## src/rtl/phy_tx_if.sv

```systemverilog
// rtl/phy_tx_if.sv - valid/ready word handshake feeding the 2-lane PHY transmitter
interface phy_tx_if;
    logic [31:0] data_in;
    logic        valid_in;
    logic        ready_out;

    modport master (output data_in, output valid_in, input ready_out);
    modport slave  (input data_in, input valid_in, output ready_out);
endinterface

```

## src/rtl/phy_tx.sv

```systemverilog
// rtl/phy_tx.sv - 2-lane byte-striped MSB-first serializer with post-reset COM burst and IDL fill
// Optional periodic COM insertion when PHY_TX_SKP_EN is defined.
module phy_tx #(
    parameter int unsigned ALIGN_WORDS  = 4,
    parameter logic [7:0]  COM          = 8'hBC,
    parameter logic [7:0]  IDL          = 8'h7C,
    parameter int unsigned SKP_INTERVAL = 64
) (
    input  logic    clk_32f,
    input  logic    reset,
    phy_tx_if.slave up,
    output logic    data_out_0,
    output logic    data_out_1
);
    localparam int unsigned AW = $clog2(ALIGN_WORDS + 1);

    if (ALIGN_WORDS < 1 || SKP_INTERVAL < 2) begin : g_param_check
        $error("phy_tx: ALIGN_WORDS must be >= 1 and SKP_INTERVAL >= 2");
    end

    typedef enum logic {ALIGN, ACTIVE} state_t;

    state_t        state_q, state_d;
    logic [3:0]    bit_cnt;
    logic [AW-1:0] align_cnt, align_cnt_d;
    logic [15:0]   sh0, sh1;
    logic [31:0]   hold_data;
    logic          hold_full;
    logic [31:0]   load_word;
    logic          load_edge, skp_due, xfer, consume, ready;

    assign load_edge    = (bit_cnt == 4'd15);
    assign xfer         = up.valid_in & ready;
    assign up.ready_out = ready;

`ifdef PHY_TX_SKP_EN
    localparam int unsigned SW = $clog2(SKP_INTERVAL);
    logic [SW-1:0] slot_cnt;

    assign skp_due = (slot_cnt == SW'(SKP_INTERVAL - 1));

    always_ff @(posedge clk_32f or posedge reset) begin
        if (reset) begin
            slot_cnt <= '0;
        end else if (load_edge && state_q == ACTIVE) begin
            slot_cnt <= skp_due ? '0 : slot_cnt + 1'b1;
        end
    end
`else
    assign skp_due = 1'b0;
`endif

    always_comb begin
        state_d     = state_q;
        align_cnt_d = align_cnt;
        load_word   = {4{IDL}};
        consume     = 1'b0;
        ready       = 1'b0;
        case (state_q)
            ALIGN: begin
                load_word = {4{COM}};
                if (load_edge) begin
                    align_cnt_d = align_cnt + 1'b1;
                    if (align_cnt == AW'(ALIGN_WORDS - 1)) begin
                        state_d = ACTIVE;
                    end
                end
            end
            ACTIVE: begin
                // A full buffer may be refilled only on the edge that drains it.
                ready = !hold_full || (load_edge && !skp_due);
                if (skp_due) begin
                    load_word = {4{COM}};
                end else if (hold_full) begin
                    load_word = hold_data;
                    consume   = load_edge;
                end
            end
            default: state_d = ALIGN;
        endcase
    end

    always_ff @(posedge clk_32f or posedge reset) begin
        if (reset) begin
            state_q    <= ALIGN;
            align_cnt  <= '0;
            bit_cnt    <= 4'd15;
            sh0        <= '0;
            sh1        <= '0;
            data_out_0 <= 1'b0;
            data_out_1 <= 1'b0;
            hold_data  <= '0;
            hold_full  <= 1'b0;
        end else begin
            state_q   <= state_d;
            align_cnt <= align_cnt_d;
            bit_cnt   <= bit_cnt + 1'b1;
            // The lane register shows the MSB of a freshly loaded word in the very next cycle.
            if (load_edge) begin
                sh0        <= {load_word[31:24], load_word[15:8]};
                sh1        <= {load_word[23:16], load_word[7:0]};
                data_out_0 <= load_word[31];
                data_out_1 <= load_word[23];
            end else begin
                sh0        <= {sh0[14:0], 1'b0};
                sh1        <= {sh1[14:0], 1'b0};
                data_out_0 <= sh0[14];
                data_out_1 <= sh1[14];
            end
            if (xfer) begin
                hold_data <= up.data_in;
                hold_full <= 1'b1;
            end else if (consume) begin
                hold_full <= 1'b0;
            end
        end
    end
endmodule

```

## src/flat_wrapper.sv

```systemverilog
// flat-port wrapper written by rule: the top's interface ports become plain ports
module phy_tx_flat 
#(
    parameter int unsigned ALIGN_WORDS  = 4,
    parameter logic [7:0]  COM          = 8'hBC,
    parameter logic [7:0]  IDL          = 8'h7C,
    parameter int unsigned SKP_INTERVAL = 64
)
  (clk_32f, reset, data_out_0, data_out_1, up_data_in, up_valid_in, up_ready_out);
  phy_tx_if up_i ();
  input  logic clk_32f;
  input  logic reset;
  output logic data_out_0;
  output logic data_out_1;
  input wire logic [$bits(up_i.data_in)-1:0] up_data_in;
  input wire logic [$bits(up_i.valid_in)-1:0] up_valid_in;
  output wire logic [$bits(up_i.ready_out)-1:0] up_ready_out;
  assign up_i.data_in = up_data_in;
  assign up_i.valid_in = up_valid_in;
  assign up_ready_out = up_i.ready_out;
  phy_tx #(.ALIGN_WORDS(ALIGN_WORDS), .COM(COM), .IDL(IDL), .SKP_INTERVAL(SKP_INTERVAL)) u_core (.clk_32f(clk_32f), .reset(reset), .up(up_i), .data_out_0(data_out_0), .data_out_1(data_out_1));
endmodule
```

## config.mk

```make
export PLATFORM = sky130hd
export DESIGN_NAME = phy_tx_flat
export DESIGN_NICKNAME = d
export VERILOG_FILES = /design/src/rtl/phy_tx_if.sv /design/src/rtl/phy_tx.sv /design/src/flat_wrapper.sv
export SDC_FILE = /design/constraint.sdc
export NUM_CORES = 1
export LEC_CHECK = 0
export CAP_MARGIN = 5
export CORE_MARGIN = 3
export CORE_UTILIZATION = 48
export CTS_CLUSTER_DIAMETER = 150
export DETAILED_ROUTE_END_ITERATION = 16
export GPL_TIMING_DRIVEN = 0
export HOLD_SLACK_MARGIN = 0.05
export PLACE_DENSITY = 0.74
export SLEW_MARGIN = 30
export SYNTH_ARGS = -nofsm -noshare
export SYNTH_HDL_FRONTEND = slang
export SYNTH_SLANG_ARGS = --single-unit
```

## constraint.sdc

```tcl
create_clock -name clk_32f -period 2.72 [get_ports clk_32f]
set_input_delay 0.816 -clock clk_32f [delete_from_list [all_inputs] [get_ports clk_32f]]
set_output_delay 0.816 -clock clk_32f [all_outputs]
set_load 0.01 [all_outputs]
```

; Word level (Yosys, flattened, before mapping)
; Index checks and enable logic that the tools add are counted.
[word_totals]
elab_cells = 33
out_inout_bits = 3
mem_bits_ro = 0
ram_bits = 0
reg_bits = 73
mem_count = 0
latch_bits = 0
[classes]
eq_ne = 2
n_addsub = 2
n_mul = 0
div_mod_pow = 0
muxes = 14
n_shift = 0
n_lt_le_gt_ge = 0
bitwise = 2
reduce_logical = 4
[ops]
columns = operator, n
row1 = 32-bit case mux with 2 select lines, 1
row2 = 32-bit two-way mux, 1
row3 = 15-bit two-way mux, 2
row4 = 1-bit two-way mux, 10
row5 = "4-bit by 1-bit adder with 4-bit output, second input constant", 1
row6 = "4-bit equality test, second input constant", 1
row7 = "3-bit by 1-bit adder with 3-bit output, second input constant", 1
row8 = "3-bit by 2-bit equality test with 1-bit output, second input constant", 1
row9 = 2-bit AND reduction, 1
row10 = 2-bit nonzero test, 1
row11 = 1-bit bitwise AND, 1
row12 = 1-bit zero test, 1
row13 = 1-bit logical OR, 1
row14 = 1-bit inverter, 1

; Logic depth before layout (Yosys ltp)
; Gate-level depths: netlist of run 1.
[depth]
word_depth = 5
depth_mapped = 6
depth_no_buf = 4

; Least setup slack after synthesis of run 1
; No wires, ideal clock.
[synth_timing]
path_kind = register -> output
startpoint = register u_core.bit_cnt[0]
endpoint = output port up_ready_out
stages_incl_launch_ff = 5
t_arrival_ns = 1.348
path_slack_ns = 0.556
cell_sequence = dfstp_2 > ha_1 > nand3_4 > clkbuf_1 > a21oi_1
[synth_via]
elab_chain_cells = 3
[synth_lines]
columns = item, line_no
row1 = start: declaration, phy_tx.sv:24  ; logic [3:0] bit_cnt;
row2 = start signal: assignment, phy_tx.sv:97  ; bit_cnt <= bit_cnt + 1'b1;
row3 = 4-bit equality test, phy_tx.sv:32  ; assign load_edge = (bit_cnt == 4'd15);
row4 = 1-bit logical OR, phy_tx.sv:71  ; ready = !hold_full || (load_edge && !skp_due);
row5 = 1-bit two-way mux, phy_tx.sv:59  ; case (state_q)
row6 = end: declaration, flat_wrapper.sv:17  ; output wire logic [$bits(up_i.ready_out)-1:0] up_ready_out;
; Every way passes these cells.

; Final worst setup path of run 1
; Same ends and word-level chain as after synthesis.

==> results of run 1 <==
==> timing repair <==
item | 4_1_cts | 5_1_grt
resized for setup | 2 | 0
buffers inserted | 1 | 0
setup endpoints to repair | 1 | 0
==> layer usage <==
| layer | vias to the layer above | part of all wire | GRT usage |
|---|---|---|---|
| met5 | - | 0 | 0 |
| met4 | 0 | 0.021 | 0.0797 |
| met3 | 10 | 0.042 | 0.0358 |
| met2 | 34 | 0.47 | 0.246 |
| met1 | 792 | 0.46 | 0.217 |
| li1 | 770 | - | - |
==> power groups by stage <==
stage	Sequential, mW	Combinational [mW]	Clock (mW)
4_1_cts	1.09	0.0755	0.866
6_report	1.09	0.0730	0.842
2_1_floorplan	1.11	0.0161	0
3_3_place_gp	1.11	0.0706	0
5_1_grt	1.08	0.0803	0.907
3_5_place_dp	1.11	0.0749	0
==> state kept, by name, summed over array words and instances (netlist names) <==
register / flops
u_core.align_cnt: 3
u_core.hold_full: 1
u_core.data_out_1: 1
u_core.hold_data: 32
u_core.sh0: 15
u_core.data_out_0: 1
u_core.sh1: 15
u_core.state_q: 1
u_core.bit_cnt: 4
==> logic make-up (layout without fill, tap and decap cells) <==
kind of cell / Yosys count / count (layout)
buf+inv: 15 / 69
xor+xnor: 3 / 3
simple gates: 24 / 24
mux: 34 / 34
compound gates: 37 / 37
fa+ha+maj: 3 / 3
flops: 73 / 73
==> cell usage after synthesis, drive strengths merged <==
master | count | area share
dfrtp | 69 | 0.62
mux2 | 33 | 0.13
o22a | 16 | 0.050
nand2 | 11 | 0.015
buf | 9 | 0.024
o21ai | 9 | 0.016
a22o | 6 | 0.019
nor2 | 6 | 0.0081
inv | 5 | 0.0067
a31oi | 4 | 0.0090
dfstp | 4 | 0.038
ha | 3 | 0.013
nand3 | 3 | 0.014
a21oi | 2 | 0.0076
and2 | 2 | 0.0045
xor2 | 2 | 0.0063
and3 | 1 | 0.0022
clkbuf | 1 | 0.0013
mux2i | 1 | 0.0036
nor3 | 1 | 0.0036
xnor2 | 1 | 0.0031
==> through the flow <==
stage,hold WS [ns],instances
after detailed placement,0.439,299
after global routing,0.488,315
final,0.453,315
after floorplan,0.425,189
after global placement,0.432,298
after CTS,0.459,315
==> worst paths after layout <==
path | depth (start not counted) | end | slack [ns] | from
max | 4 | up_ready_out | 0.26 | u_core.bit_cnt[0]
min | 1 | u_core.bit_cnt[0] | 0.45 | u_core.bit_cnt[0]
max reg2reg | 6 | u_core.hold_data[29] | 0.73 | u_core.bit_cnt[0]
min reg2reg | 1 | u_core.bit_cnt[0] | 0.45 | u_core.bit_cnt[0]
max in group asynchronous | 3 | u_core.bit_cnt[0] | 1.27 | reset
min in group asynchronous | 2 | u_core.hold_data[13] | 0.85 | reset
==> worst reg2reg max path: cells and delay by family, from the launching register on <==
kind	cells	cell delay (ns)
fa+ha+maj	1	0.22
compound gates	1	0.26
flops	1	0.54
buf+inv	2	0.41
mux	1	0.36
simple gates	1	0.08
==> area by class of cell <==
cell class,count,area (um2),share of cell area
Sequential cell,73,1830,0.528
Multi-Input combinational cell,101,865,0.249
Timing Repair Buffer,39,397,0.114
Clock buffer,14,163,0.0469
Tap cell,72,90.1,0.0260
Buffer,9,66.3,0.0191
Clock inverter,2,37.5,0.0108
Inverter,5,21.3,0.00613
==> summary.md, run 1 <==
| Metric | Value |
|---|---|
| Switching share of power | 0.197 |
| Drt wl/cell | 15.2 um |
| First-pass GRT wire length | 7880 um |
| Final WS setup | 0.260 ns |
| Largest delay share family, worst path | flip-flops |
| # fillers | ~450 |
| Synthesis Warnings | 0 |
| Vias | 1606 |
| XOR/XNOR Fraction of Synth Area | 0.00944 |
| Total power per unit cell area | 576 nW/um2 |
| Number of routed nets with antenna violations | 0 |
| Worst-margin pin slew | 0.563 ns |
| Initial Utilization | 0.499 |
| Sw Pwr | 394 uW |
| Count of pins over their slew limit | 0 |
| All-Layer GR Usage | 0.161 |
| CTS buffer count | 9 |
| Simple-Gate Fraction of Synth Area | 0.0477 |
| Clock Latency Late Sink | between 0.3 and 0.4 ns |
| Starting DRT DRC Count | 44 |
| Final Setup Violations | 0 |
| Leak | ~1.6 nW |
| FMAX | 406 MHz |
| Pre-CTS setup slack | -0.0953 ns |
| Final #Nets | about 280 |
| CP arrival | ~1.6 ns |
| Synth cell types | 26 |
| Number of diodes | 0 |
| Hold crit path type | reg2reg |
| Via density | 5.10 |
| Final GP Congestion | 0.726 |
| Sequential area share after synthesis | 0.658 |
| Combinational Power Share | 0.036 |
| Fin crit period | approximately 2.5 ns |
| Slowest cell on crit path | dfstp_2 |
| Die ar. | 6750 um2 |
| Max Cap Viol | 0 |
| Share of cells above drive strength 1 | 0.259 |
| Clk sinks | 73 |
| Status | finished clean |
| Crit Path Class | reg2out |
| Setup TNS | 0 ns |
| Buffers & Inverters on Critical Path | 1 |
| Clk root buf | clkbuf_8 |
| Initial antenna violation count | 0 |
| Worst EP required | 1.90 ns |
| RSZ-0062 raised after global routing | false |
| Worst Setup Start Kind | flop |
| Syn avg cell area | between 10 and 15 um2 |
| Post-Layout Inst Area | 3470 um2 |
| Most frequent cells in the layout | dfrtp_1, clkdlybuf4s50_1, mux2_2 |
| Pre-antenna DRT Iters | 4 |
| Slew margin rel. | 0.623 |
| I/O pins | 38 |
| DRT Wirelength | 4790 um |
| Core footprint | 5570 um2 |
| Register share of total power | 0.542 |
| CTS Buffer Depth | 2 |
| Synth Area in Adders | 0.0135 |
| Worst IR drop on VDD | 254 uV |
| CTS tree | yes |
| Core Util, Final | 0.623 |
| Final hold vios | 0 |
| Syn nets | 227 |
| Crit-path cells | ha_2 -> nand3_4 -> a21oi_1 -> dlygate4sd2_1 |
| #FFs+latches synth | 73 |
| Die height | slightly above 80 um |
| Number of remaining DRC errors | 0 |
| Num rows | 27 |
| CP max FO | 3 |
| Max incr delay on CP | 0.54 ns |
| Crit share post-route | 0.905 |
| Crit end category | output port |
| Synthesized area | 2780 um2 |
| CTS H-tree lvls | 3 |
| Commonest non-fill, non-tap cell in the layout | dfrtp_1 |
| Port buffer count | 37 |
| Area grow syn2layout | 24.7% |
| DP Area | 3270 um2 |
| Post-synthesis mux area share | 0.137 |
| Setup Skew | between 0.008 and 0.009 ns |
| Tot Pwr | 2.00 mW |
| Clock power share | 0.421 |
| Largest family of logic cells by synthesized area | multiplexers |
| Gr ovfl total | 0 |
| Cell Int Power | 1.61 mW |
| Post-Syn Instances | 189 |
| Detailed Place HPWL | approximately 3300 um |
| Clock transition at path regs | 0.07 ns |
| Post-synthesis compound-gate area fraction | 0.102 |
| Die outline width | 82.1 um |
| Largest net degree at the start of global routing | 39 |
| Hold Buf Count CTS | 0 |
| Vias in the first global route | 1661 |
(Power assumes the default switching activity.)
==> inputs of run 2 (changes only) <==
- PLACE_DENSITY: 0.74 -> 0.84
==> run 2 against run 1 <==
First-iteration DRC count is 73% higher. Core utilization increased by 0.34 points. Die area did not move. Flip-flop and latch count did not move. Final area up 0.54%. Clock power increased by 8.7%. Wire length increased by 5.0%. Register-to-register slack is essentially flat. Power increased by 3.6%. Combinational power increased by 0.5%. Critical path depth unchanged. Non-clock buffer count unchanged.
==> summary.md, run 2 (synthesis gave the netlist of run 1 again) <==
| Metric | Value |
|---|---|
| Status | finished clean (unchanged) |
| Commonest non-fill, non-tap cell in the layout | dfrtp_1 (unchanged) |
| Final Setup Violations | 0 (unchanged) |
| Drt wl/cell | 16.0 um (was 15.2 um) |
| Largest net degree at the start of global routing | 38 (was 39) |
| Clk root buf | clkbuf_8 (unchanged) |
| Pre-antenna DRT Iters | 4 (unchanged) |
| Clk sinks | 73 (unchanged) |
| CTS buffer count | 9 (unchanged) |
| Worst Setup Start Kind | flop (unchanged) |
| Gr ovfl total | 0 (unchanged) |
| Initial Utilization | 0.499 (unchanged) |
| Max FFs per register | 32 (unchanged) |
| I/O pins | 38 (unchanged) |
| RSZ-0062 raised after global routing | false (unchanged) |
| All-Layer GR Usage | 0.173 (was 0.161) |
| Max Cap Viol | 0 (unchanged) |
| Count of pins over their slew limit | 0 (unchanged) |
| Core Util, Final | 0.626 (was 0.623) |
| Vias | 1642 (was 1606) |
| Final #Nets | 276 (unchanged) |
| Worst IR drop on VDD | 351 uV (was 254 uV) |
| Clock Latency Late Sink | 0.35 ns (was 0.34 ns) |
| Min Hold Slack | 0.452 ns (was 0.453 ns) |
| Startpoint of the worst register-to-register path | u_core.bit_cnt[0] (unchanged) |
| Starting DRT DRC Count | 76 (was 44) |
| Worst-margin pin slew | 0.539 ns (was 0.563 ns) |
| Top flop regs | u_core.hold_data (32), u_core.sh0 (15), u_core.sh1 (15) (unchanged) |
| Die ar. | 6750 um2 (unchanged) |
| CTS H-tree lvls | 3 (unchanged) |
| Hold Buf Count CTS | 0 (unchanged) |
| Final hold vios | 0 (unchanged) |
| Die outline width | 82.1 um (unchanged) |
| Total power per unit cell area | 594 nW/um2 (was 576 nW/um2) |
| DP Area | 3270 um2 (unchanged) |
| Clock transition at path regs | 0.07 ns (about the same) |
| CP arrival | 1.65 ns (was 1.64 ns) |
| Detailed Place HPWL | 3350 um (was 3260 um) |
| Fin crit period | 2.47 ns (was 2.46 ns) |
| Most frequent cells in the layout | dfrtp_1, clkdlybuf4s50_1, mux2_2 (unchanged) |
| Post-Layout Inst Area | 3490 um2 (was 3470 um2) |
| Port buffer count | 37 (unchanged) |
| DP Cell Count | 299 (unchanged) |
| Via density | 5.21 (was 5.10) |
| Area grow syn2layout | 25.4% (was 24.7%) |
| Setup TNS | 0 ns (unchanged) |
| Core footprint | 5570 um2 (unchanged) |
| Leak | 1.59 nW (was 1.58 nW) |
| Slew margin rel. | 0.639 (was 0.623) |
| Critical Path Source | u_core.bit_cnt[0] (unchanged) |
| Number of routed nets with antenna violations | 0 (unchanged) |
| Crit Path Class | reg2out (unchanged) |
| FMAX | 406 MHz (about the same) |
| Num rows | 27 (unchanged) |
| CP max FO | 3 (unchanged) |
| First-pass GRT wire length | 8260 um (was 7880 um) |
| Initial antenna violation count | 0 (unchanged) |
| Top reg by flops | u_core.hold_data (unchanged) |
| Hold crit path type | reg2reg (unchanged) |
| Crit end category | output port (unchanged) |
| Slowest cell on crit path | dfstp_2 (unchanged) |
| Crit-path cells | ha_2 -> nand3_4 -> a21oi_1 -> dlygate4sd2_1 (unchanged) |
| Vias in the first global route | 1707 (was 1661) |
| Number of diodes | 0 (unchanged) |
| Hold path startpoint | u_core.bit_cnt[0] (unchanged) |
| Max incr delay on CP | 0.55 ns (was 0.54 ns) |
| Crit share post-route | 0.907 (was 0.905) |
| Die height | 82.1 um (unchanged) |
| Final std cells w/o fill | 315 (unchanged) |
| CTS Buffer Depth | 2 (unchanged) |
| Number of remaining DRC errors | 0 (unchanged) |
| Worst EP required | 1.90 ns (about the same) |
| CTS tree | yes (unchanged) |
| DRT Wirelength | 5030 um (was 4790 um) |
| Setup Skew | 0.0116 ns (was 0.00805 ns) |
| Final GP Congestion | 0.767 (was 0.726) |
| Share of cells above drive strength 1 | 0.272 (was 0.259) |
run 2: final timing paths:
| check | endpoint | slack [ns] | cells after the start |
|---|---|---|---|
| max | up_ready_out | 0.25 | 4 |
| min | u_core.bit_cnt[0] | 0.45 | 1 |
| max reg2reg | u_core.hold_data[23] | 0.72 | 6 |
| min reg2reg | u_core.bit_cnt[0] | 0.45 | 1 |
| max in group asynchronous | u_core.bit_cnt[3] | 1.28 | 3 |
| min in group asynchronous | u_core.hold_data[28] | 0.83 | 2 |
run 2: power breakdown:
part	switching, mW	internal (mW)
Combinational	0.0277	0.0457
Clock	0.399	0.515
Sequential	0	1.08
Total	0.427	1.65
run 2: through the flow:
stage | worst slack (ns) | total power, mW
CTS | 0.210 | 2.10
finish | 0.254 | 2.07
global placement | -1.00 | 1.18
floorplan | 0.0573 | 1.12
global route | 0.118 | 2.15
detailed placement | -0.0780 | 1.18
run 2: worst max-delay path, delay by kind of cell (launching register included):
family          cells  cell delay, ns
compound gates      1            0.16
fa+ha+maj           1            0.22
buf+inv             1            0.28
flops               1            0.55
simple gates        1            0.09
run 2: layout make-up:
cell class | instances | area [um2]
flip-flops and latches | 73 | 1830
inverters | 5 | 21.3
fillers | 426 | 2080
clock buffers | 9 | 124
multi-input cells | 101 | 865
well taps | 72 | 90.1
clock inverters | 7 | 95.1
repair buffers | 39 | 397
plain buffers | 9 | 66.3
run 2: layer usage:
layer	vias up	GRT usage	share of wire
li1	761	-	-
met1	818	0.220	0.44
met2	47	0.266	0.48
met3	16	0.0434	0.050
met4	0	0.110	0.029
met5	-	0	0
run 2: what timing repair did:
action | CTS | global route
buffers inserted | 1 | 0
endpoints found under the setup margin | 1 | 0
endpoints found under the hold margin | 0 | 0
resized for setup | 2 | 0
==> inputs of run 3 (changes only) <==
- SLEW_MARGIN: 30 -> not set
==> run 3 against run 2 <==
Worst setup slack better by 0.022 ns. Flip-flop and latch count unchanged. Global-route usage down 0.67 points. Critical path depth unchanged. Hold slack better by 0.0039 ns. Critical endpoint unchanged.
==> summary.md, run 3 (synthesis gave the netlist of run 1 again) <==
| Metric | Value |
|---|---|
| Final Setup Violations | 0 (unchanged) |
| Post-Layout Inst Area | 3470 um2 (was 3490 um2) |
| Crit Path Class | reg2out (unchanged) |
| Clk root buf | clkbuf_8 (unchanged) |
| Crit end category | output port (unchanged) |
| Max Cap Viol | 0 (unchanged) |
| Clk sinks | 73 (unchanged) |
| CTS Buffer Depth | 2 (unchanged) |
| Final #Nets | 275 (was 276) |
| Drt wl/cell | 15.9 um (was 16.0 um) |
| Top reg by flops | u_core.hold_data (unchanged) |
| Most frequent cells in the layout | dfrtp_1, clkdlybuf4s50_1, mux2_2 (unchanged) |
| Gr ovfl total | 0 (unchanged) |
| Hold path endpoint | u_core.bit_cnt[0] (unchanged) |
| RR Endpoint | u_core.hold_data[28] (was u_core.hold_data[23]) |
| CP max FO | 3 (unchanged) |
| Buffers & Inverters on Critical Path | 1 (unchanged) |
| Startpoint of the worst register-to-register path | u_core.bit_cnt[0] (unchanged) |
| Clock Latency Late Sink | 0.35 ns (about the same) |
| Commonest non-fill, non-tap cell in the layout | dfrtp_1 (unchanged) |
| Count of pins over their slew limit | 0 (unchanged) |
| CTS tree | yes (unchanged) |
| CTS H-tree lvls | 3 (unchanged) |
| Clock transition at path regs | 0.07 ns (about the same) |
| Max incr delay on CP | 0.54 ns (was 0.55 ns) |
| Die height | 82.1 um (unchanged) |
| Worst R2R Setup Slack | 0.73 ns (was 0.72 ns) |
| Initial Utilization | 0.499 (unchanged) |
| Max FFs per register | 32 (unchanged) |
| Final GP Congestion | 0.767 (unchanged) |
| I/O pins | 38 (unchanged) |
| Die ar. | 6750 um2 (unchanged) |
| Initial antenna violation count | 0 (unchanged) |
| Share of cells above drive strength 1 | 0.269 (was 0.272) |
| Worst Setup Start Kind | flop (unchanged) |
| Num rows | 27 (unchanged) |
| DP Area | 3250 um2 (was 3270 um2) |
| Pre-antenna DRT Iters | 4 (unchanged) |
| Top flop regs | u_core.hold_data (32), u_core.sh0 (15), u_core.sh1 (15) (unchanged) |
| Hold Buf Count CTS | 0 (unchanged) |
| Core footprint | 5570 um2 (unchanged) |
| Area grow syn2layout | 24.7% (was 25.4%) |
| CTS buffer count | 9 (unchanged) |
| Fin crit period | 2.44 ns (was 2.47 ns) |
| Hold crit path type | reg2reg (unchanged) |
| Final hold vios | 0 (unchanged) |
| Port buffer count | 37 (unchanged) |
| Crit share post-route | 0.899 (was 0.907) |
| Number of routed nets with antenna violations | 0 (unchanged) |
| Hold path depth | 1 (unchanged) |
| Setup TNS | 0 ns (unchanged) |
| Area occupied by multi-input gates | 865 um2 (unchanged) |
| Number of remaining DRC errors | 0 (unchanged) |
| Worst IR drop on VDD | 366 uV (was 351 uV) |
| Vias | 1636 (was 1642) |
| Total power per unit cell area | 597 nW/um2 (was 594 nW/um2) |
| RSZ-0062 raised after global routing | false (unchanged) |
| Leak | 1.57 nW (was 1.59 nW) |
| Setup Skew | 0.00964 ns (was 0.0116 ns) |
| First-pass GRT wire length | 8070 um (was 8260 um) |
| Tot Pwr | 2.07 mW (about the same) |
| Largest net degree at the start of global routing | 74 (was 38) |
| Register-to-Register Path Depth | 6 (unchanged) |
| Starting DRT DRC Count | 141 (was 76) |
| Die outline width | 82.1 um (unchanged) |
| Storage element area | 1830 um2 (unchanged) |
| FMAX | 409 MHz (was 406 MHz) |
| Crit-path cells | ha_2 -> nand3_4 -> a21oi_1 -> dlygate4sd2_1 (unchanged) |
| Worst EP required | 1.90 ns (about the same) |
| Status | finished clean (unchanged) |
| Via density | 5.21 (about the same) |
| # fillers | 429 (was 426) |
| Slowest cell on crit path | dfstp_2 (unchanged) |
| Core Util, Final | 0.622 (was 0.626) |
| Number of diodes | 0 (unchanged) |
| Hold path startpoint | u_core.bit_cnt[0] (unchanged) |
| DRT Wirelength | 4980 um (was 5030 um) |
| Worst-margin pin slew | 0.857 ns (was 0.539 ns) |
| Largest delay share family, worst path | flip-flops (unchanged) |
| Vias in the first global route | 1691 (was 1707) |
| Slew margin rel. | 0.429 (was 0.639) |
| CP arrival | 1.63 ns (was 1.65 ns) |
| Detailed Place HPWL | 3300 um (was 3350 um) |
| All-Layer GR Usage | 0.166 (was 0.173) |
[run 3: cell count changes in the layout (fill, tap and decap cells not counted), sizes merged]
cell,change
clkinv,-3
clkinvlp,+3
buf,-1
[run 3: repair_timing]
action / CTS / global route
setup buffers: 1 / 0
resized for setup: 2 / 0
endpoints found under the setup margin: 1 / 0
[run 3: report_power, final]
group          internal [mW]  total [mW]  leakage (nW)  switching [mW]
Combinational         0.0427      0.0695         0.568          0.0268
Clock                  0.514       0.918        0.0975           0.404
Sequential              1.08        1.08         0.903               0
[run 3: layout make-up]
cell class	instances	share of cell area
repair buffers	38	0.109
inverters	5	0.00613
clock inverters	7	0.0274
multi-input cells	101	0.249
plain buffers	9	0.0191
well taps	72	0.0260
clock buffers	9	0.0357
flip-flops and latches	73	0.528
[run 3: through the flow]
stage / hold slack [ns] / cells / setup slack, ns
after global routing: 0.488 / 314 / 0.155
after global placement: 0.431 / 298 / -1.00
after CTS: 0.459 / 314 / 0.225
final: 0.456 / 314 / 0.276
after detailed placement: 0.439 / 298 / -0.0667
after floorplan: 0.425 / 189 / 0.0573
[run 3: metal layers]
metal	up-vias	global-route usage	part of all wire
li1	768	-	-
met1	810	0.219	0.45
met2	49	0.254	0.48
met3	9	0.0499	0.057
met4	0	0.0797	0.018
met5	-	0	0
[run 3: worst max path at each step]
| stage | startpoint | to | slack [ns] | cells after the start |
|---|---|---|---|---|
| floorplan | reset | u_core.align_cnt[0] | 0.06 | 1 |
| global placement | reset | u_core.align_cnt[1] | -1.00 | 2 |
| detailed placement | u_core.bit_cnt[0] | up_ready_out | -0.07 | 5 |
| CTS | u_core.bit_cnt[0] | up_ready_out | 0.22 | 4 |
| global route | u_core.bit_cnt[0] | up_ready_out | 0.15 | 4 |
| finish | u_core.bit_cnt[0] | up_ready_out | 0.28 | 4 |
